`config.mk`:
```
export PLATFORM = sky130hd
export DESIGN_NAME = seq7seg_display_flat
export DESIGN_NICKNAME = d
export VERILOG_FILES = /design/src/rtl/seq7seg_display_if.sv /design/src/rtl/seq7seg_display.sv /design/src/flat_wrapper.sv
export SDC_FILE = /design/constraint.sdc
export NUM_CORES = 1
export LEC_CHECK = 0
export ABC_CLOCK_PERIOD_IN_PS = 3200
export CORE_ASPECT_RATIO = 1.2
export CORE_MARGIN = 10
export CORE_UTILIZATION = 59
export CTS_BUF_LIST = sky130_fd_sc_hd__clkbuf_4 sky130_fd_sc_hd__clkbuf_8
export DETAILED_ROUTE_END_ITERATION = 7
export GPL_TIMING_DRIVEN = 0
export PLACE_DENSITY = 0.81
export SYNTH_ARGS = -nofsm -noshare
export SYNTH_HDL_FRONTEND = slang
export SYNTH_SLANG_ARGS = --single-unit
```
`constraint.sdc`:
```
create_clock -name clk -period 3.2 [get_ports clk]
set_clock_uncertainty 0.05 [all_clocks]
set_input_delay 0.64 -clock clk [delete_from_list [all_inputs] [get_ports clk]]
set_output_delay 0.64 -clock clk [all_outputs]
set_load 0.05 [all_outputs]
```
`src/rtl/seq7seg_display_if.sv`:
```
// Control inputs and segment outputs of the two-digit sequence display.
interface seq7seg_display_if;
    logic       time_s;
    logic       up;
    logic [6:0] seg1;
    logic [6:0] seg0;

    modport master (output time_s, up, input seg1, seg0);
    modport slave  (input time_s, up, output seg1, seg0);
endinterface

```
`src/rtl/seq7seg_display.sv`:
```
// Steps through a fixed 8-value sequence and shows it on two 7-segment digits.
// Optional: SEQ7SEG_BLANK_LEADING_ZERO_EN blanks the tens digit when it is zero.
module cntdiv_n #(
    parameter int DIV = 4
) (
    input  logic clk,
    input  logic nreset,
    output logic tick
);
    localparam int CW = (DIV > 1) ? $clog2(DIV) : 1;
    localparam logic [CW-1:0] LAST = CW'(DIV - 1);

    logic [CW-1:0] cnt;

    always_ff @(posedge clk or negedge nreset) begin
        if (!nreset)          cnt <= '0;
        else if (cnt == LAST) cnt <= '0;
        else                  cnt <= cnt + 1'b1;
    end

    assign tick = (cnt == LAST);
endmodule

module deco7seg_hexa #(
    parameter int N = 4
) (
    input  logic [N-1:0] digit,
    output logic [6:0]   seg
);
    always_comb begin
        seg = 7'h7F;
        if (digit <= N'(15)) begin
            case (digit[3:0])
                4'h0: seg = 7'h40;
                4'h1: seg = 7'h79;
                4'h2: seg = 7'h24;
                4'h3: seg = 7'h30;
                4'h4: seg = 7'h19;
                4'h5: seg = 7'h12;
                4'h6: seg = 7'h02;
                4'h7: seg = 7'h78;
                4'h8: seg = 7'h00;
                4'h9: seg = 7'h10;
                4'hA: seg = 7'h08;
                4'hB: seg = 7'h03;
                4'hC: seg = 7'h46;
                4'hD: seg = 7'h21;
                4'hE: seg = 7'h06;
                default: seg = 7'h0E;
            endcase
        end
    end
endmodule

module seq7seg_display #(
    parameter int FPGA_F = 50_000_000,
    parameter int N      = 4
) (
    input logic               clk,
    input logic               nreset,
    seq7seg_display_if.slave  bus
);
    localparam int DIV = FPGA_F / 2;

    logic         tick;
    logic         phase;
    logic         step;
    logic [2:0]   index;
    logic [N-1:0] value;
    logic [N-1:0] tens;
    logic [1:0][N-1:0] digits;
    logic [1:0][6:0]   segs;

    cntdiv_n #(.DIV(DIV)) u_div (.clk(clk), .nreset(nreset), .tick(tick));

    // In 1 s mode only ticks seen with phase 0 advance the sequence.
    assign step = tick & (bus.time_s | ~phase);

    always_ff @(posedge clk or negedge nreset) begin
        if (!nreset) begin
            phase <= 1'b0;
            index <= 3'd0;
        end else begin
            if (tick) phase <= ~phase;
            if (step) index <= bus.up ? index + 3'd1 : index - 3'd1;
        end
    end

    always_comb begin
        value = '0;
        case (index)
            3'd0: value = N'(5);
            3'd1: value = N'(10);
            3'd2: value = N'(15);
            3'd3: value = N'(4);
            3'd4: value = N'(9);
            3'd5: value = N'(14);
            3'd6: value = N'(3);
            default: value = N'(8);
        endcase
    end

    assign tens      = value / N'(10);
    assign digits[1] = tens;
    assign digits[0] = value % N'(10);

    genvar g;
    generate
        for (g = 0; g < 2; g++) begin : g_dec
            deco7seg_hexa #(.N(N)) u_dec (.digit(digits[g]), .seg(segs[g]));
        end
    endgenerate

`ifdef SEQ7SEG_BLANK_LEADING_ZERO_EN
    assign bus.seg1 = (tens == '0) ? 7'h7F : segs[1];
`else
    assign bus.seg1 = segs[1];
`endif
    assign bus.seg0 = segs[0];
endmodule

```
`src/flat_wrapper.sv`:
```
// flat-port wrapper written by rule: the top's interface ports become plain ports
module seq7seg_display_flat 
#(
    parameter int FPGA_F = 50_000_000,
    parameter int N      = 4
)
  (clk, nreset, bus_time_s, bus_up, bus_seg1, bus_seg0);
  seq7seg_display_if bus_i ();
  input logic clk;
  input logic nreset;
  input wire logic [$bits(bus_i.time_s)-1:0] bus_time_s;
  input wire logic [$bits(bus_i.up)-1:0] bus_up;
  output wire logic [$bits(bus_i.seg1)-1:0] bus_seg1;
  output wire logic [$bits(bus_i.seg0)-1:0] bus_seg0;
  assign bus_i.time_s = bus_time_s;
  assign bus_i.up = bus_up;
  assign bus_seg1 = bus_i.seg1;
  assign bus_seg0 = bus_i.seg0;
  seq7seg_display #(.FPGA_F(FPGA_F), .N(N)) u_core (.clk(clk), .nreset(nreset), .bus(bus_i));
endmodule
```
======== Word level (Yosys, flattened, before mapping) ========
Memories as Yosys holds them, arrays and structs flattened.
Index checks and enable logic that the tools add are counted.
cells by class
  add/subtract/negate cells ............... 3
  bitwise gates (word level) .............. 3
  divide/modulo/power cells ............... 2
  reductions and logical operators ........ 1
  order comparisons ....................... 2
  mux-type cells .......................... 5
  equal/unequal tests ..................... 7
operators with widths
  cell                                                   count
  one-hot mux 4 bit (7 select lines)                     1
  adder 25 x 1 -> 25 bit, second input constant          1
  equality test 25 bit, second input constant            1
  two-way mux 25 bit                                     1
  two-way mux 7 bit                                      2
  equality test 3 bit, second input constant             3
  less-or-equal comparator 4 bit, second input constant  2
  equality test 3 x 2 -> 1 bit, second input constant    2
  divider 4 x 4 -> 4 bit, second input constant          1
  remainder unit 4 x 4 -> 4 bit, second input constant   1
  adder 3 x 1 -> 3 bit, second input constant            1
  equality test 3 x 1 -> 1 bit, second input constant    1
  logical NOT 3 bit                                      1
  two-way mux 3 bit                                      1
  subtractor 3 x 1 -> 3 bit, second input constant       1
  bitwise AND 1 bit                                      1
  NOT 1 bit                                              1
  OR 1 bit                                               1
storage, ports and cells
  logic and storage cells ................. 28
  input bits .............................. 4
  output and inout port bits .............. 14
  memories ................................ 2
  flip-flop bits (word level) ............. 29
  ROM bits ................................ 224
memory list
  memory           words  width  rd ports  clocked after memory_dff  write ports  line                   source
  (no name shown)  16     7      1         0                         0            seq7seg_display.sv:33  case (digit[3:0])
  (no name shown)  16     7      1         0                         0            seq7seg_display.sv:33

======== Logic depth before layout (Yosys ltp) ========
Gate-level depths: netlist of run 1.
  depth in word-level cells ............... 5
  depth in mapped cells ................... 9
  gate-level depth less buffers ........... 9

======== Modules after synthesis ========
From an unflattened synthesis of run 1, not the netlist that was laid out.
second synthesis, totals
  cells, all modules ...................... 228
  area, all modules ....................... 2,188.3 um2
by module, submodules not included
  module                                 area each (um2)  instances  sequential area each (um2)  cells an instance
  cntdiv_n                               1,315.0          1          625.6                       129
  seq7seg_display                        329.1            1          100.1                       34
  deco7seg_hexa (u_core.g_dec[1].u_dec)  275.3            1          0.0                         32
  deco7seg_hexa (u_core.g_dec[0].u_dec)  269.0            1          0.0                         33

======== Worst setup path before layout of run 1 ========
No wires, ideal clock.
  kind .................................... reg2out
  from .................................... reg u_core.index[0]
  to ...................................... out bus_seg0[2]
  arrival ................................. 2.840 ns
  cell stages (with the launch flop) ...... 8
  path slack .............................. -0.330 ns
  data required time ...................... 2.510 ns
  path buffers ............................ 0
  cells stage by stage .................... dfrtp_1 -> inv_1 -> ha_1 -> or3_1 -> a211oi_1 -> or2_2 -> ha_1 -> nor3b_1
on the way
  cells in the longest elaborated chain, start to end .. 5
  elaborated cells between the ends (all ways) .. 12
  those cells by class .................... div (1); order compare (1); eq/ne (6); mux (2); reduce/logical (1); memory (1)
ends and longest elaborated chain
  element                                                                     line                    source
  start: declaration                                                          seq7seg_display.sv:68   logic [2:0] index;
  start signal: assignment                                                    seq7seg_display.sv:85   if (step) index <= bus.up ? index + 3'd1 : index - 3'd1;
  equality test 3 bit (tied with other cells)                                 seq7seg_display.sv:91   case (index)
  one-hot mux 4 bit (7 select lines) (*)                                      seq7seg_display.sv:91
  remainder unit 4 x 4 -> 4 bit (*)                                           seq7seg_display.sv:105  assign digits[0] = value % N'(10);
  memory read (16 x 7 bit) or less-or-equal comparator 4 bit (tied branches)  n/a
  two-way mux 7 bit (*)                                                       seq7seg_display.sv:32   if (digit <= N'(15)) begin
  end: declaration                                                            flat_wrapper.sv:14      output wire logic [$bits(bus_i.seg0)-1:0] bus_seg0;
Mark *: on every way between the ends. The rest lies on a longest branch, timed or not.

======== Worst setup path after layout of run 1 ========
  from .................................... reg u_core.index[0]
  to ...................................... out bus_seg0[3]
Same word-level chain as after synthesis.

==> metrics list, run 1 <==
- Result of the run: complete, but fails checks
* Failing checks: negative setup slack
- The tree is rooted in a sky130_fd_sc_hd__clkbuf_4.
* Share of the synthesized area in the top cell type: about 39%
- The initial utilization of the core area, before any placement, comes to roughly three fifths.
- Warnings from Yosys: 0
* Post-route antenna net violation count: 0
* Pin slew with the least headroom to its limit: approximately 650 ps
- In this run the deepest clock path goes through 2 buffers.
- The net count of the finished layout is ~240.
- Clock-pin slew was measured on the worst setup and hold paths at roughly 90 ps.
- Number of library cell types mapped by synthesis: 45
- Measured against its own limit, the worst slew margin works out to between 50% and 60%.
- The number of slew-limit violations in the final report is 0.
- The core region is just over 3000 µm².
- Detailed-route DRC error count: 0
- Row count: 22
- For this design the ratio of total power to cell area is approximately 300 nW/µm².
- TritonCTS built the clock tree.
- Port Buffers: 14
* Reg2reg setup slack: about 960 ps
* Largest net degree at the start of global routing: 30
* Number of register bits inferred by synthesis: 29
- The tightest min-delay check is of the input pin to asynchronous set/reset pin type.
* Ranking of synthesized cells by area: sky130_fd_sc_hd__dfrtp_1 (39%), sky130_fd_sc_hd__ha_1 (7.3%), sky130_fd_sc_hd__xnor2_1 (4.2%)
- Yosys mapped a number of flops with a built-in enable equal to 0.
* Synthesized cell area: 1880 µm²
* HPWL after detailed placement: a little under 3 mm
- The worst-case IR drop observed on VDD is about 0.30 mV.
- In this run the static leakage power is 1.00 nW.
* Achievable frequency: approximately 290 MHz
- Arrival time at the worst endpoint: between 2000 and 3000 ps
- Utilization of the core after routing: around three quarters
- Primary flip-flop cell chosen by synthesis mapping: sky130_fd_sc_hd__dfrtp_1
- 0 antenna diodes ended up in the layout.
* Setup-violating endpoint count in the final report: 5
- Unrepaired setup endpoints after global routing: true
- Routability-driven placement congestion ratio: between 0.8 and 0.9
- Violation count after the first detailed-route iteration: 50
- The smallest clock period supported by the final layout is computed as 3390 ps.
* Die height: 81.8 µm
* Crit path max fanout: 5
* Via count of the first global-routing pass: 1581
* Worst skew pair latency: 330 ps
* Post-route design area: 2290 µm²
- Global router's overall resource usage: between 10% and 20%
- Max-cap violations in this run came to 0.
- The largest total area in the synthesized netlist belongs to sky130_fd_sc_hd__dfrtp_1.
* Syn Inst Count: a little under 200
- Ratio of cells with drive above 1 in the final layout: 29.7%
- The average instance in the mapped netlist occupies roughly 9.6 µm².
- The die is about 70 µm wide.
* Maximum level of the CTS H-tree: 2
- Of the available clock period, the critical path in the final layout requires 106%.
- The number of antenna violations at the first check in global routing is 0.
* # hold bufs at CTS: 0
- Placed cell areas: 2070 µm²
- Sequential cell area fraction in the yosys report: about two fifths
- CTS Buf Count: 5
* Post-synthesis async set-or-reset flop share: 100%
- GRT Residual Overflow: 0
* Overall die area: just under 6000 µm²
* First drt pass iteration count: 4
- Critical path endpoint category: output port
* Final WS setup: -195 ps
* Final Total Pwr: between 0.6 and 0.7 mW
* DR WL/cell: between 15 and 20 µm
- The first global-routing pass estimated 7.20 mm of wire.
- Count of boundary I/O pins: 18
- Layout fillers: 205
- Critical path class: register to output port
* Average via count per standard cell: ~6
* Final WL: 4.35 mm
- Critical path required time: about 2500 ps
* Vias after detailed routing: 1598
- Final hold analysis gives a worst-case slack of 271 ps.
- Nature of the critical path startpoint: register
- Clock sink total: 29
* Area growth, synth to finish: 22.3%
- Final hold violations: 0
-- cells by family after synthesis --
family | count (synthesis) | synth area share (%)
AOI/OAI and AO/OA | 32 | 10.3
buffers and inverters | 21 | 5.87
other | 2 | 0.400
DFF | 29 | 38.7
xor gates and xnor gates | 16 | 7.47
adders and majority gates | 11 | 7.34
muxes | 8 | 4.67
and+or+nand+nor | 77 | 25.2
-- worst paths after layout --
path,from,end,cells past startpoint
min,nreset,u_core.u_div.cnt[23],1
min reg2reg,u_core.phase,u_core.phase,1
max in group asynchronous,nreset,u_core.index[1],1
max reg2reg,u_core.u_div.cnt[8],u_core.u_div.cnt[5],5
max,u_core.index[0],bus_seg0[3],8
min in group clk,u_core.phase,u_core.phase,1
-- layout by cell type (no fill, tap or decap), types with 3 or more instances in the layout --
| cell type | synthesis | layout |
|---|---|---|
| sky130_fd_sc_hd__o21ai_0 | 8 | 8 |
| sky130_fd_sc_hd__o21bai_1 | 3 | 3 |
| sky130_fd_sc_hd__xor2_1 | 7 | 7 |
| sky130_fd_sc_hd__nor2_1 | 9 | 9 |
| sky130_fd_sc_hd__and4_1 | 3 | 3 |
| sky130_fd_sc_hd__ha_1 | 11 | 7 |
| sky130_fd_sc_hd__nor2b_1 | 3 | 3 |
| sky130_fd_sc_hd__clkbuf_2 | 0 | 4 |
| sky130_fd_sc_hd__nand2b_1 | 4 | 4 |
| sky130_fd_sc_hd__nand2_1 | 12 | 12 |
| sky130_fd_sc_hd__nor4_1 | 4 | 4 |
| sky130_fd_sc_hd__mux2_2 | 6 | 3 |
| sky130_fd_sc_hd__mux2_4 | 0 | 3 |
| sky130_fd_sc_hd__xnor2_1 | 9 | 9 |
| sky130_fd_sc_hd__inv_2 | 0 | 3 |
| sky130_fd_sc_hd__ha_4 | 0 | 4 |
| sky130_fd_sc_hd__nand4_1 | 3 | 3 |
| sky130_fd_sc_hd__dfrtp_1 | 29 | 27 |
| sky130_fd_sc_hd__o31ai_1 | 3 | 3 |
| sky130_fd_sc_hd__a21oi_1 | 12 | 12 |
| sky130_fd_sc_hd__buf_4 | 6 | 19 |
| sky130_fd_sc_hd__nand3_1 | 10 | 10 |
| sky130_fd_sc_hd__or4_1 | 5 | 5 |
| sky130_fd_sc_hd__or3_1 | 5 | 4 |
| sky130_fd_sc_hd__clkbuf_4 | 0 | 8 |
| sky130_fd_sc_hd__and2_1 | 3 | 3 |
| sky130_fd_sc_hd__clkdlybuf4s50_1 | 0 | 3 |
| sky130_fd_sc_hd__inv_1 | 10 | 6 |
| sky130_fd_sc_hd__conb_1 | 2 | 3 |
-- timing repair --
action | 4_1_cts | 5_1_grt
setup endpoints to repair | 10 | 10
gates resized for setup | 62 | 15
pin swaps | 3 | 5
buffers inserted | 6 | 5
hold endpoints to repair | 0 | 0
-- synthesized netlist by cell type, drive strengths merged, types with 3 or more instances --
cell type / instances
dfrtp: 29
a21oi: 12
nand2: 12
ha: 11
inv: 10
nand3: 10
nor2: 9
xnor2: 9
buf: 8
o21ai: 8
or4: 7
xor2: 7
mux2: 6
or3: 6
and4: 4
nand2b: 4
nand4: 4
nor4: 4
and2: 3
clkbuf: 3
nor2b: 3
nor3: 3
o21bai: 3
o31ai: 3
-- where the power goes --
part,leakage [nW],internal [mW],switching [mW]
logic,0.583,0.0322,0.0561
clock network,0.0368,0.113,0.123
registers,0.381,0.367,0.000104
total,1.00,0.512,0.179
-- flip-flops by register name, indices dropped and copies added (netlist names) --
name              count
u_core.index          3
u_core.phase          1
u_core.u_div.cnt     25
-- worst max-delay path, stage by stage (launching register included) --
cell and delay (ps):
sky130_fd_sc_hd__dfrtp_2 470, sky130_fd_sc_hd__ha_4 200, sky130_fd_sc_hd__or3_4 370, sky130_fd_sc_hd__a211oi_2 250, sky130_fd_sc_hd__or2_4 180, sky130_fd_sc_hd__ha_1 230, sky130_fd_sc_hd__mux2_4 260, sky130_fd_sc_hd__mux2_4 270
sky130_fd_sc_hd__buf_8 150
-- routing by layer --
| layer | wire length [µm] | GRT usage, % | up-vias | share of wire (%) |
|---|---|---|---|---|
| met5 | 0 | 0 | - | 0 |
| met4 | 125 | 6.98 | 0 | 2.9 |
| met3 | 268 | 4.70 | 15 | 6.2 |
| li1 | - | - | 762 | - |
| met2 | 2280 | 26.8 | 50 | 52 |
| met1 | 1680 | 16.1 | 771 | 39 |
-- through the flow --
step	worst slack (ps)	std cells	setup TNS [ps]
3_3_place_gp	-638	247	-2580
6_report	-195	265	-573
5_1_grt	-296	265	-1140
2_1_floorplan	89.2	197	0
4_1_cts	-160	260	-310
3_5_place_dp	-737	247	-3220
-- cell type report --
type	instances	area (µm²)	share of cell area [%]
Sequential cell	29	728	31.8
Inverter	10	40.0	1.75
Buffer	10	68.8	3.00
Clock buffer	8	60.1	2.62
Timing Repair Buffer	25	204	8.89
Multi-Input combinational cell	147	1150	50.0
Tap cell	36	45.0	1.96
Power figures use the tool's default switching activity.
==> inputs of run 2 (changes only) <==
- CORE_UTILIZATION: 59 -> 57
- CTS_BUF_LIST: sky130_fd_sc_hd__clkbuf_4 sky130_fd_sc_hd__clkbuf_8 -> not set
- PLACE_DENSITY: 0.81 -> 0.79
- REMOVE_ABC_BUFFERS: not set -> 1
==> run 2 against run 1 <==
The flow still finishes with violations (negative setup slack). Wire length fell by 6.1%. Global-route usage fell by 1.6 points. First-iteration DRC count rose by 18%. Power fell by 2.6%. Maximum frequency rose by 0.30%. Die area rose by 2.6%. Flip-flop and latch count did not move. Non-clock buffer count fell by 6. Combinational power fell by 7.0%. Critical path type unchanged. Critical endpoint unchanged. Largest cell class unchanged.
==> metrics list, run 2 (same netlist as run 1, synthesis figures left out) <==
- The run finished, with violations left.
- Failing checks: negative setup slack
* Cell with the largest stage delay on the worst path: sky130_fd_sc_hd__dfrtp_2
- The number of buffers and inverters on the critical path is 2.
- Critical path class: register to output port
- Headroom to the max-slew limit came out at between 10 and 15%.
- Post-route design area: about 2300 µm²
- Port Buffers: 14
- GRT Residual Overflow: 0
- In this run the cell area measured after placement is 1990 µm².
- In this run the vertical extent of the chip is roughly 83 µm.
- Layout fillers: roughly 210
- Achievable frequency: 295 MHz
- Via count of the first global-routing pass: 1510
- Global-route wire length before repair: 6.80 mm
* Cell area power density: around 300 nW/µm²
- FF-to-FF Start: u_core.u_div.cnt[8]
- Leaving out fill and tap cells, the most frequent cell in the layout is sky130_fd_sc_hd__dfrtp_1.
* Cells along the critical path: inv_4 -> ha_1 -> nand2b_1 -> a211oi_4 -> or2_4 -> ha_1 -> mux2_4 -> mux2_4 -> buf_8
- Counting the buffers created by CTS gives 5.
- Maximum level of the CTS H-tree: 2
- Path depth of the worst reg2reg path: 4
- Cells fill 73.7% of the core in the end.
* Ratio of cells with drive above 1 in the final layout: 27.0%
- Maximum cell stage delay along the critical path: 440 ps
- Detailed-route DRC error count: 0
- The worst setup path is launched from a register.
- Detailed routing inserted a total of between 1500 and 2000 vias.
* Crit path max fanout: 4
- STA classifies the critical path endpoint as an output port.
- Setup-violating endpoint count in the final report: 5
* Final period utilization: 106%
- More flip-flops sit in one register than any other, and that register is u_core.u_div.cnt.
- For this block, the routed nets add up to between 4 and 5 mm of wire.
- Grouping stages by cell kind, the critical path spends the most delay in multiplexers.
* Reg2reg setup slack: 860 ps
- IR analysis of the VDD net gives a maximum drop of between 0.2 and 0.3 mV.
- The endpoint identified for the worst register-to-register timing path is u_core.phase.
- After detailed routing, the average wire length per cell comes to between 15 and 20 µm.
* Root cell of the clock tree: sky130_fd_sc_hd__clkbuf_4
- Class of the tightest hold or removal check: register to register
* Worst skew pair latency: around 330 ps
- Global routing consumed, over all layers together, 13.5% of the routing resources.
* Routability-driven placement congestion ratio: around 0.82
- Setup slack on the critical path of the routed design comes to -184 ps.
- Flip-flop count of the largest register after layout: 25
- After clock tree synthesis, the clock-pin slew on the worst setup and hold paths is approximately 90 ps.
* Unrepaired setup endpoints after global routing: true
- Hold Path Cell Cnt: 1
- The completed layout was analyzed and its total power is ~0.67 mW.
* Clock sink total: 29
- Worst Min Path Start: u_core.phase
* Violation count after the first detailed-route iteration: approximately 60
* Top library cells by usage in the layout, fill and taps aside: sky130_fd_sc_hd__dfrtp_1 (27), sky130_fd_sc_hd__buf_4 (14), sky130_fd_sc_hd__nand2_1 (12), sky130_fd_sc_hd__a21oi_1 (12), sky130_fd_sc_hd__nand3_1 (10)
- The count of final hold-check violations was 0.
- Post-route antenna net violation count: 0
* Largest net degree at the start of global routing: 30
* Leakage: 0.982 nW
- Arrival time at the worst endpoint: 2690 ps
* Die extent in x: roughly 72 µm
- For this design the top-level I/O count stands at 18.
- Area growth, synth to finish: 22.2%
- In the routed layout, each cell is associated on average with a via count of about 6.0.
- HPWL after detailed placement: approximately 2.7 mm
- Largest registers ranked by flip-flop count: u_core.u_div.cnt: 25 flops, u_core.index: 3 flops, u_core.phase: 1 flops
- The clock passes through at most 2 buffers.
* Row count: 22
- For the pin with the worst max-slew slack, the measured transition is 1270 ps.
- Core Region: 3110 µm²
- After the last flow step, the layout net total stands at around 240.
- The tool flagged a number of max-cap violations equal to 0.
* Start point of the critical path: u_core.index[0]
- The repair_antennas step left the layout with diodes totalling 0.
- The number of antenna violations at the first check in global routing was 0.
- Minimum clock period after layout: 3380 ps
- The path with the worst hold slack has its endpoint at u_core.phase.
- Effective utilization at floorplan: between 60 and 70%
- CTS tree: yes
- The first detailed-routing pass ran for 4 iterations.
* Critical path required time: ~2500 ps
- The number of slew-limit violations in the final report was 0.
* Overall die area: between 5000 and 6000 µm²
-- run 2: cell types whose count changed in the layout (fill, tap and decap cells not counted), moves of 2 or more --
cell                            previous run  this run
sky130_fd_sc_hd__ha_2                      0         2
sky130_fd_sc_hd__clkbuf_2                  4         0
sky130_fd_sc_hd__clkbuf_4                  8         5
sky130_fd_sc_hd__buf_2                     2         0
sky130_fd_sc_hd__dlygate4sd2_1             0         4
sky130_fd_sc_hd__buf_4                    19        14
sky130_fd_sc_hd__buf_6                     2         5
sky130_fd_sc_hd__ha_1                      7         5
-- run 2: layout make-up --
class	count	area (µm²)	area share, %
multi-input cells	147	1160	50.5
well taps	36	45.0	1.97
repair buffers	29	267	11.6
inverters	10	40.0	1.75
flip-flops and latches	29	728	31.8
clock buffers	7	55.1	2.40
-- run 2: stage by stage --
stage / setup slack (ps) / setup TNS, ps / hold WS [ps] / cells
after global routing: -296 / -1500 / 465 / 258
after detailed placement: -790 / -3390 / 419 / 236
final: -184 / -574 / 436 / 258
after global placement: -640 / -2590 / 407 / 236
after CTS: -180 / -638 / 435 / 252
after floorplan: -1460 / -6380 / 294 / 186
-- run 2: worst max-delay path by stage --
stage,endpoint,slack [ps],depth (start not counted)
2_1_floorplan,bus_seg1[0],-1460,5
3_3_place_gp,bus_seg0[3],-640,10
6_report,bus_seg0[3],-180,9
3_5_place_dp,bus_seg0[3],-790,10
4_1_cts,bus_seg0[0],-180,10
5_1_grt,bus_seg0[3],-300,9
-- run 2: timing repair --
| item | 4_1_cts | 5_1_grt |
|---|---|---|
| pin swaps | 6 | 5 |
| gates resized for setup | 64 | 21 |
| endpoints found under the setup margin | 10 | 6 |
| hold buffers | 0 | 0 |
| buffers inserted | 9 | 6 |
-- run 2: per-layer routing --
| layer | part of all wire, % | vias to the layer above | global-route usage (%) | routed length (µm) |
|---|---|---|---|---|
| met5 | 0 | - | 0 | 0 |
| met4 | 3.2 | 0 | 4.75 | 129 |
| met3 | 4.5 | 14 | 4.88 | 185 |
| met2 | 53 | 34 | 23.6 | 2180 |
| met1 | 39 | 751 | 14.3 | 1590 |
| li1 | - | 743 | - | - |
-- run 2: worst reg2reg max path, delay by kind of cell, from the launching register on --
family / cells / cell delay, ps
simple gates: 3 / 1540
flops: 1 / 460
xor+xnor: 1 / 140
-- run 2: power by group --
group | total [mW] | leakage (nW) | internal (mW) | switching, mW
logic | 0.0822 | 0.569 | 0.0287 | 0.0535
clock network | 0.222 | 0.0314 | 0.103 | 0.118
registers | 0.369 | 0.381 | 0.367 | 0.00198
==> inputs of run 3 (changes only) <==
- SKIP_CTS_REPAIR_TIMING: not set -> 1
==> run 3 against run 2 <==
Critical endpoint unchanged. Worst setup slack got worse by 24 ps. Flip-flop and latch count did not move. Combinational power fell by 2%. Final cell count fell by 4.3%. Critical path depth did not move. The run still ends with negative setup slack left. Via count fell by 4.7%.
==> metrics list, run 3 (same netlist as run 1, synthesis figures left out) <==
- STA classifies the critical path startpoint as a register.
- Power spread over the standard cell area amounts to 305 nW/µm².
* Final hold violations: 0
- In the layout the commonest cells are sky130_fd_sc_hd__dfrtp_1 (27), sky130_fd_sc_hd__nand2_1 (12), sky130_fd_sc_hd__a21oi_1 (12).
- Minimum clock period after layout: 3410 ps
* GRT Residual Overflow: 0
- The H-tree was split into 2 levels.
* Cell repeated most along the worst path: sky130_fd_sc_hd__mux2_4
- Setup-violating endpoint count in the final report: 4
- The critical path in this run is classified as register to output port.
- Port Buffers: 14
* Post-route design area: between 2000 and 2500 µm²
- Failing checks: negative setup slack
- In the final routed layout, each cell accounts on average for between 15 and 20 µm.
- Achievable frequency: 293 MHz
- At the end of routability-driven placement, the weighted congestion stood at 0.819.
- Final period utilization: 107%
- Wires add up to approximately 3.7 mm.
- Worst skew pair latency: 330 ps
* Arrival time at the worst endpoint: roughly 2700 ps
* Result of the run: complete, but fails checks
- Row count: 22
- TritonCTS built the clock tree.
- Leakage: between 0.9 and 1 nW
* Core Region: a little over 3000 µm²
- Unrepaired setup endpoints after global routing: true
- Setup WS pre-CTS: -790 ps
- Among all stages on the critical path, the largest delay is contributed by sky130_fd_sc_hd__dfrtp_2.
- Area growth, synth to finish: 17.4%
* Pin slew with the least headroom to its limit: 1040 ps
- In this design, the stage delay of the slowest critical-path cell is about 470 ps.
- 0 antenna diodes ended up in the layout.
- The initial utilization of the core area, before any placement, comes to between 60% and 70%.
- The final layout contains 226 nets.
- Leaving out fill and tap cells, the most frequent cell in the layout is sky130_fd_sc_hd__dfrtp_1.
- The first routing iteration left 35 violations.
* First drt pass iteration count: 4
- Flip-flop count of the largest register after layout: 25
- Kind of cell with the highest combined delay on the critical path: simple AND/OR/NAND/NOR gates
* Critical path endpoint category: output port
- Reg2reg setup slack: 840 ps
* Critical path required time: approximately 2500 ps
- Counting every sink on the clock net gives 29.
* Class of the tightest hold or removal check: register to register
- The longest clock path from root to sink contains 2 buffers.
- Summing over every cut layer, the via total after detailed routing is 1470.
- Ratio of cells with drive above 1 in the final layout: between 20% and 30%
- Die extent in x: just over 70 µm
* Max_slew headroom: just over 30%
- Clock input transition at the sequential cells of the worst setup and hold paths: roughly 90 ps
- Dividing the detail-routed via count by the number of cells gives between 5 and 6.
- In this run, CTS created clock tree buffers numbering 5.
* Final WS setup: -209 ps
* Buffers and inverters on the worst path: 2
* Max Transition Viols Final: 0
- The die covers around 6000 µm².
- Global-route wire length before repair: between 6 and 7 mm
- Worst-case vdd ir drop: ~0.27 mV
- Largest registers ranked by flip-flop count: u_core.u_div.cnt: 25 flops, u_core.index: 3 flops, u_core.phase: 1 flops
* Placed cell areas: between 1500 and 2000 µm²
* Die height: roughly 83 µm
- Layout fillers: around 220
- The number of antenna violations at the first check in global routing is 0.
- Entering global routing, the biggest net connects 30 pins.
- Largest Register: u_core.u_div.cnt
* Crit path max fanout: 6
- Count of boundary I/O pins: 18
* Count of max-cap constraint violations: 0
- The critical path goes through inv_4 -> ha_4 -> or3_4 -> a211oi_4 -> or2_4 -> ha_1 -> mux2_4 -> mux2_4 -> buf_8.
- Detailed placement ended at an HPWL of 2.74 mm.
* Root cell of the clock tree: sky130_fd_sc_hd__clkbuf_4
- The number of global-route vias before repair was ~1400.
* Detailed-route DRC error count: 0
- Once detail routing completed, the nets flagged for antenna violations numbered 0.
- Global router's overall resource usage: between 10 and 15%
-- run 3: changes by cell type in the layout (fill, tap and decap cells not counted), sizes merged --
cell	before	now
dlygate4sd2	4	0
dlymetal6s2s	0	4
clkbuf	7	9
buf	21	8
-- run 3: cell type report --
type,count,area [µm²],share of cell area (%)
tap,36,45.0,2.05
multi-input combinational,147,1140,51.6
timing repair buffer,18,198,8.98
clock buffer,7,55.1,2.50
sequential,29,728,33.1
inverter,10,40.0,1.82
-- run 3: worst reg2reg max path: cells and delay by family (launching register included) --
| kind | cells | cell delay (ps) |
|---|---|---|
| and+or+nand+nor | 3 | 1560 |
| DFF | 1 | 450 |
| xor gates and xnor gates | 1 | 140 |
-- run 3: metal layers --
metal | wire length (µm) | share of wire (%) | global-route usage (%)
met2 | 1950 | 52 | 21.5
met3 | 192 | 5.1 | 5.00
met5 | 0 | 0 | 0
met4 | 78 | 2.1 | 5.10
met1 | 1530 | 41 | 13.1
-- run 3: path summary, 6_finish.rpt --
check	cells after the start	from	to
min in group asynchronous	1	nreset	u_core.u_div.cnt[5]
hold reg to reg	1	u_core.phase	u_core.phase
setup / recovery	9	u_core.index[0]	bus_seg0[3]
setup reg to reg	4	u_core.u_div.cnt[8]	u_core.phase
max in group asynchronous	2	nreset	u_core.u_div.cnt[1]
hold / removal	1	u_core.phase	u_core.phase
-- run 3: where the power goes --
| group | total [mW] | internal, mW | leakage, nW | switching, mW |
|---|---|---|---|---|
| clock network | 0.222 | 0.103 | 0.0314 | 0.119 |
| logic | 0.0804 | 0.0290 | 0.541 | 0.0514 |
| registers | 0.369 | 0.367 | 0.381 | 0.00200 |
-- run 3: through the flow --
stage / utilization (%) / power (mW) / instances / setup TNS [ps] / hold slack [ps]
final: 70.8 / 0.671 / 247 / -556 / 434
after global routing: 70.8 / 0.694 / 247 / -1080 / 465
after CTS: 65.8 / 0.666 / 243 / -6610 / 435
after detailed placement: 64.0 / 0.447 / 236 / -3390 / 419
after global placement: 64.0 / 0.445 / 236 / -2590 / 407
after floorplan: - / 0.420 / 186 / -6380 / 294
